### config.mk
export PLATFORM = sky130hd
export DESIGN_NAME = pwm_cfg_sched
export DESIGN_NICKNAME = d
export VERILOG_FILES = /design/src/rtl/pwm_cfg_sched.sv
export SDC_FILE = /design/constraint.sdc
export NUM_CORES = 1
export LEC_CHECK = 0
export ABC_AREA = 1
export BUFFER_PORTS_ARGS = -buffer_cell sky130_fd_sc_hd__buf_4
export CAP_MARGIN = 10
export CORE_MARGIN = 3
export CORE_UTILIZATION = 52
export CTS_CLUSTER_SIZE = 24
export DETAILED_ROUTE_END_ITERATION = 8
export GPL_TIMING_DRIVEN = 1
export PLACE_DENSITY = 0.81
export SKIP_CTS_REPAIR_TIMING = 1
export SLEW_MARGIN = 40
export SYNTH_ARGS = -nofsm -noshare
export SYNTH_HDL_FRONTEND = slang
export SYNTH_SLANG_ARGS = --single-unit
export TNS_END_PERCENT = 30
### constraint.sdc
create_clock -name sys_clk -period 10.2 [get_ports sys_clk]
set_clock_uncertainty 0.05 [all_clocks]
set_input_delay 3.06 -clock sys_clk [delete_from_list [all_inputs] [get_ports sys_clk]]
set_output_delay 3.06 -clock sys_clk [all_outputs]
set_load 0.01 [all_outputs]
### src/rtl/pwm_cfg_sched.sv
// Turns decoded HS/LS PWM frames into a serialized register-write sequence that ends with a channel commit.
// First cfg_req comes 2 cycles after recv_done. Each write waits for cfg_ack or times out. One command is buffered and later ones are dropped.
module pwm_cfg_sched #(
  parameter int HS_CH_NUM   = 4,
  parameter int LS_CH_NUM   = 8,
  parameter int ACK_TIMEOUT = 1024
) (
  input  logic        sys_clk,
  input  logic        sys_rst_n,
  input  logic        recv_done,
  input  logic [7:0]  cmd_func,
  input  logic [7:0]  hs_pwm_ch,
  input  logic [7:0]  hs_ctrl_sta,
  input  logic [7:0]  duty_num,
  input  logic [7:0]  pulse_num,
  input  logic [15:0] pulse_dessert,
  input  logic [31:0] PAT,
  input  logic [7:0]  ls_pwm_ch,
  input  logic [7:0]  ls_ctrl_sta,
  output logic        cfg_req,
  output logic [7:0]  cfg_ch,
  output logic [3:0]  cfg_addr,
  output logic [31:0] cfg_data,
  input  logic        cfg_ack,
  output logic        busy,
  output logic        cmd_done,
  output logic        cmd_err,
  output logic [1:0]  err_code,
  output logic [7:0]  drop_cnt
);
  typedef struct packed {
    logic [7:0]  func;
    logic [7:0]  hs_ch;
    logic [7:0]  hs_ctrl;
    logic [7:0]  duty;
    logic [7:0]  pnum;
    logic [15:0] pdes;
    logic [31:0] pat;
    logic [7:0]  ls_ch;
    logic [7:0]  ls_ctrl;
  } cmd_t;

  typedef enum logic [2:0] {IDLE, CHECK, WRITE, COMMIT, DONE, ERR} state_t;

  localparam int          TW     = $clog2(ACK_TIMEOUT + 1);
  localparam logic [31:0] HS_LIM = HS_CH_NUM;
  localparam logic [31:0] LS_LIM = LS_CH_NUM;

  state_t        state, state_nxt;
  cmd_t          act, pend, frame;
  logic          pend_vld;
  logic [2:0]    idx;
  logic [TW-1:0] tmo_cnt;
  logic [1:0]    err_nxt;
  logic          is_ls, last_wr, acked, tmo_hit, take_new, promote, issue;
  logic [7:0]    wr_ch;
  logic [3:0]    wr_addr;
  logic [31:0]   wr_data;

  assign frame = '{func: cmd_func, hs_ch: hs_pwm_ch, hs_ctrl: hs_ctrl_sta, duty: duty_num,
                   pnum: pulse_num, pdes: pulse_dessert, pat: PAT, ls_ch: ls_pwm_ch,
                   ls_ctrl: ls_ctrl_sta};

  assign is_ls    = (act.func == 8'h02);
  assign last_wr  = is_ls || (idx == 3'd4);
  assign acked    = cfg_req && cfg_ack;
  // An ack in the expiry cycle wins over the timeout.
  assign tmo_hit  = cfg_req && !cfg_ack && (tmo_cnt == TW'(ACK_TIMEOUT - 1));
  assign take_new = recv_done && (state == IDLE) && !pend_vld;
  assign promote  = ((state == DONE) || (state == ERR)) && pend_vld;
  assign busy     = (state != IDLE) || pend_vld;
  assign cmd_done = (state == DONE);
  assign cmd_err  = (state == ERR);

  always_comb begin
    wr_ch   = is_ls ? act.ls_ch : act.hs_ch;
    wr_addr = 4'hF;
    wr_data = {24'd0, wr_ch};
    if (state != COMMIT) begin
      if (is_ls) begin
        wr_addr = 4'h8;
        wr_data = {24'd0, act.ls_ctrl};
      end else begin
        wr_addr = {1'b0, idx};
        case (idx)
          3'd0:    wr_data = {24'd0, act.hs_ctrl};
          3'd1:    wr_data = {24'd0, act.duty};
          3'd2:    wr_data = {16'd0, act.pdes};
          3'd3:    wr_data = {24'd0, act.pnum};
          default: wr_data = act.pat;
        endcase
      end
    end
  end

  always_comb begin
    state_nxt = state;
    err_nxt   = 2'd0;
    case (state)
      IDLE:  if (take_new) state_nxt = CHECK;
      CHECK: begin
        if (act.func != 8'h01 && act.func != 8'h02)
          err_nxt = 2'd1;
        else if (is_ls ? (32'(act.ls_ch) >= LS_LIM) : (32'(act.hs_ch) >= HS_LIM))
          err_nxt = 2'd2;
        state_nxt = (err_nxt != 2'd0) ? ERR : WRITE;
      end
      WRITE: begin
        if (acked && last_wr) state_nxt = COMMIT;
        else if (tmo_hit) begin
          state_nxt = ERR;
          err_nxt   = 2'd3;
        end
      end
      COMMIT: begin
        if (acked) state_nxt = DONE;
        else if (tmo_hit) begin
          state_nxt = ERR;
          err_nxt   = 2'd3;
        end
      end
      DONE, ERR: state_nxt = pend_vld ? CHECK : IDLE;
      default:   state_nxt = IDLE;
    endcase
  end

  // Requests start on leaving CHECK, and otherwise one idle cycle after each ack.
  assign issue = ((state == CHECK) && (state_nxt == WRITE)) ||
                 (((state == WRITE) || (state == COMMIT)) && !cfg_req);

  always_ff @(posedge sys_clk or posedge sys_rst_n) begin
    if (sys_rst_n) begin
      state    <= IDLE;
      act      <= '0;
      pend     <= '0;
      pend_vld <= 1'b0;
      idx      <= 3'd0;
      tmo_cnt  <= '0;
      cfg_req  <= 1'b0;
      cfg_ch   <= 8'd0;
      cfg_addr <= 4'd0;
      cfg_data <= 32'd0;
      err_code <= 2'd0;
      drop_cnt <= 8'd0;
    end else begin
      state <= state_nxt;

      if (take_new) act <= frame;
      else if (promote) act <= pend;

      if (recv_done && !take_new && !pend_vld) begin
        pend     <= frame;
        pend_vld <= 1'b1;
      end else if (promote) begin
        pend_vld <= 1'b0;
      end
      if (recv_done && !take_new && pend_vld && (drop_cnt != 8'hFF))
        drop_cnt <= drop_cnt + 8'd1;

      if (acked || tmo_hit) begin
        cfg_req <= 1'b0;
      end else if (issue) begin
        cfg_req  <= 1'b1;
        cfg_ch   <= wr_ch;
        cfg_addr <= wr_addr;
        cfg_data <= wr_data;
        tmo_cnt  <= '0;
      end else if (cfg_req) begin
        tmo_cnt <= tmo_cnt + TW'(1);
      end

      if (state_nxt == CHECK) idx <= 3'd0;
      else if (acked && (state == WRITE) && !last_wr) idx <= idx + 3'd1;

      if (state_nxt == DONE) err_code <= 2'd0;
      else if (state_nxt == ERR) err_code <= err_nxt;
    end
  end
endmodule
==> flow_metrics.env <==
export IMPL_outcome="finished, final reports clean"
export IMPL_cp_endpoint="act[94]"
export IMPL_path_clk_slew_ps=60
export IMPL_finalCriticalPeriod_ps=4590
export IMPL_ant_nets=0
export IMPL_r2r_cells=12
export IMPL_finalWirelength_mm=31.2
export IMPL_final_cells=1740
export IMPL_die_area_mm2=0.0263
export IMPL_cap_violations=0
export IMPL_rows=56
export IMPL_cts_sinks=281
export IMPL_ir_drop_uv=152
export IMPL_grt_pass1_wl_mm=50.5
export IMPL_setup_ws_ps=5610
export IMPL_io_buffers=165
export IMPL_num_vias=9649
export IMPL_cts_buffers=30
export IMPL_start_util_pct=53.5
export IMPL_end_kind="flip-flop"
export IMPL_drv_slew=0
export IMPL_reg2reg_to="idx[0]"
export IMPL_startpoint="recv_done"
export IMPL_netlist_area_mm2=0.0127
export IMPL_hold_ws_ps=432
export IMPL_wl_per_cell_um=17.9
export IMPL_dp_hpwl_mm=20.7
export IMPL_ios=166
export IMPL_setup_viol=0
export IMPL_total_leakage_power_uw=0.00800
export IMPL_clock_path_buffers=3
export IMPL_min_path_cells=2
export IMPL_synth_fp_nets=1373
export IMPL_area_growth_pct=20.4
export IMPL_max_freq_mhz=218
export IMPL_post_place_cells=1683
export IMPL_drive_gt1_share_pct=29.4
export IMPL_fp_dieH_um=162
export IMPL_dp_slack_ps=5080
export IMPL_gr_total_overflow=0
export IMPL_grt_pass1_vias=9518
export IMPL_netlist_instances=1258
export IMPL_final_cell_mix="357 x nand2_1, 281 x dfrtp_1, 171 x buf_4"
export IMPL_reg2reg_slack_ps=7420
export IMPL_clk_latency_ps=540
export IMPL_report_final_hold_viol_count=0
export IMPL_r2r_start="state[1]"
export IMPL_synth_seq_cells=281
export IMPL_dr_pass1_iters=6
export IMPL_groute_usage_overall_pct=23.7
export IMPL_rsz0062_at_grt="no"
export IMPL_synth_area_per_cell_um2=10.1
export IMPL_final_common_cell="nand2_1"
export IMPL_grt_max_degree=107
export IMPL_async_flop_share_pct=100
export IMPL_synth_edf_count=0
export IMPL_ys_warnings_count=0
export IMPL_antenna_found_initial=1
export IMPL_max_slew_margin_pct=44.9
export IMPL_ys_flop_type="dfrtp_1"
export IMPL_path_max_fanout=62
export IMPL_gp_routability_congestion=0.879
export IMPL_cts_tree="yes"
export IMPL_viasPerCell=5.55
export IMPL_worstPathArrival_ps=4970
export IMPL_fillers=1897
export IMPL_cp_required_ps=10590
export IMPL_die_w_um=162
export IMPL_fin_nets=1512
export IMPL_ys_types=38
export IMPL_tightest_slew_ps=826
export IMPL_finalCritPeriodShare_pct=45.0
export IMPL_htree_levels=1
export IMPL_crit_path_start_kind="primary input"
export IMPL_hp_class="flip-flop to flip-flop"
export IMPL_first_iter_violations=866
export IMPL_drc_errors=0
export IMPL_cts_root_buffer="clkbuf_16"
export IMPL_power_density_mw_per_mm2=164
export IMPL_synth_seq_area_share_pct=55.5
export IMPL_tns_ps=0
export IMPL_crit_type="primary input to flip-flop"
export IMPL_core_area_mm2=0.0237
area by class of cell:
class | count | area (um2) | share of cell area, %
Tap cell | 319 | 399 | 2.62
Clock inverter | 15 | 278 | 1.82
Timing Repair Buffer | 177 | 1390 | 9.10
Clock buffer | 40 | 870 | 5.70
Multi-Input combinational cell | 841 | 5030 | 33.0
Sequential cell | 281 | 7030 | 46.1
Antenna cell | 1 | 2.50 | 0.0164
Inverter | 66 | 251 | 1.65
how the worst min path moves through the flow:
stage | startpoint | endpoint | slack [ps]
finish | cfg_data[1] | cfg_data[1] | 430
global route | act[87] | act[87] | 450
CTS | act[67] | act[67] | 430
detailed placement | act[66] | act[66] | 420
global placement | act[32] | act[32] | 410
floorplan | act[24] | act[24] | 400
layer usage:
layer	GRT usage, %	wire (um)	up-vias
li1	-	-	4499
met1	33.3	13300	4737
met2	39.1	15000	357
met3	3.67	2070	56
met4	5.93	818	0
met5	0	0	-
critical path, stage by stage:
cell,delay (ps)
buf_4,100
nand3_1,100
inv_2,610
buf_4,700
a22oi_1,160
o21ai_0,160
synth_stat cells (3+ instances only):
library cell	count	area share, %
inv_1	60	1.8
xnor2_1	3	0.21
o21ai_1	10	0.40
clkbuf_1	24	0.71
o21ai_0	28	1.1
nand4_1	7	0.35
nand2_1	357	11
ha_1	7	0.69
inv_2	5	0.15
buf_2	25	0.99
buf_4	7	0.42
nand3b_1	4	0.24
mux2_2	104	9.2
a22oi_1	105	6.2
nor2_4	3	0.27
o21ai_2	30	2.1
nor2_1	49	1.5
o22ai_1	6	0.30
nand2_4	13	1.2
nand3_1	69	2.7
buf_1	9	0.27
nand2_2	20	0.99
nor3_1	4	0.16
xor2_1	6	0.42
dfrtp_1	281	56
a21oi_1	6	0.24
nor2_2	3	0.15
flip-flops by register name, summed over array words and instances, names as in the netlist, 4 cells and up:
signal	count
tmo_cnt	11
drop_cnt	8
act	104
cfg_ch	8
cfg_data	32
cfg_addr	4
pend	104
through the flow:
step                      instance area [um2]  power [uW]  utilization (%)
after floorplan                         12700        1210                -
after global placement                  14000        1270             59.2
after detailed placement                14100        1280             59.4
after CTS                               15200        2510             64.3
after global routing                    15200        2580             64.4
final                                   15200        2500             64.4
power breakdown:
group,switching [uW],total (uW),internal [uW],leakage [uW]
clock,443,1240,797,0.000565
sequential,14.4,1140,1130,0.00391
combinational,65.1,119,53.7,0.00352
total,522,2500,1980,0.00800
cell families after synthesis:
kind of cell / after synthesis / synth area share, %
AO/OA/AOI/OAI: 187 / 10.5
XOR/XNOR: 9 / 0.623
adder cells (fa/ha/maj): 7 / 0.692
buffers and inverters: 136 / 4.91
flip-flops: 281 / 55.5
multiplexers: 104 / 9.25
AND/OR/NAND/NOR: 534 / 18.5
Note: power is estimated with default switching activity, not from simulation.
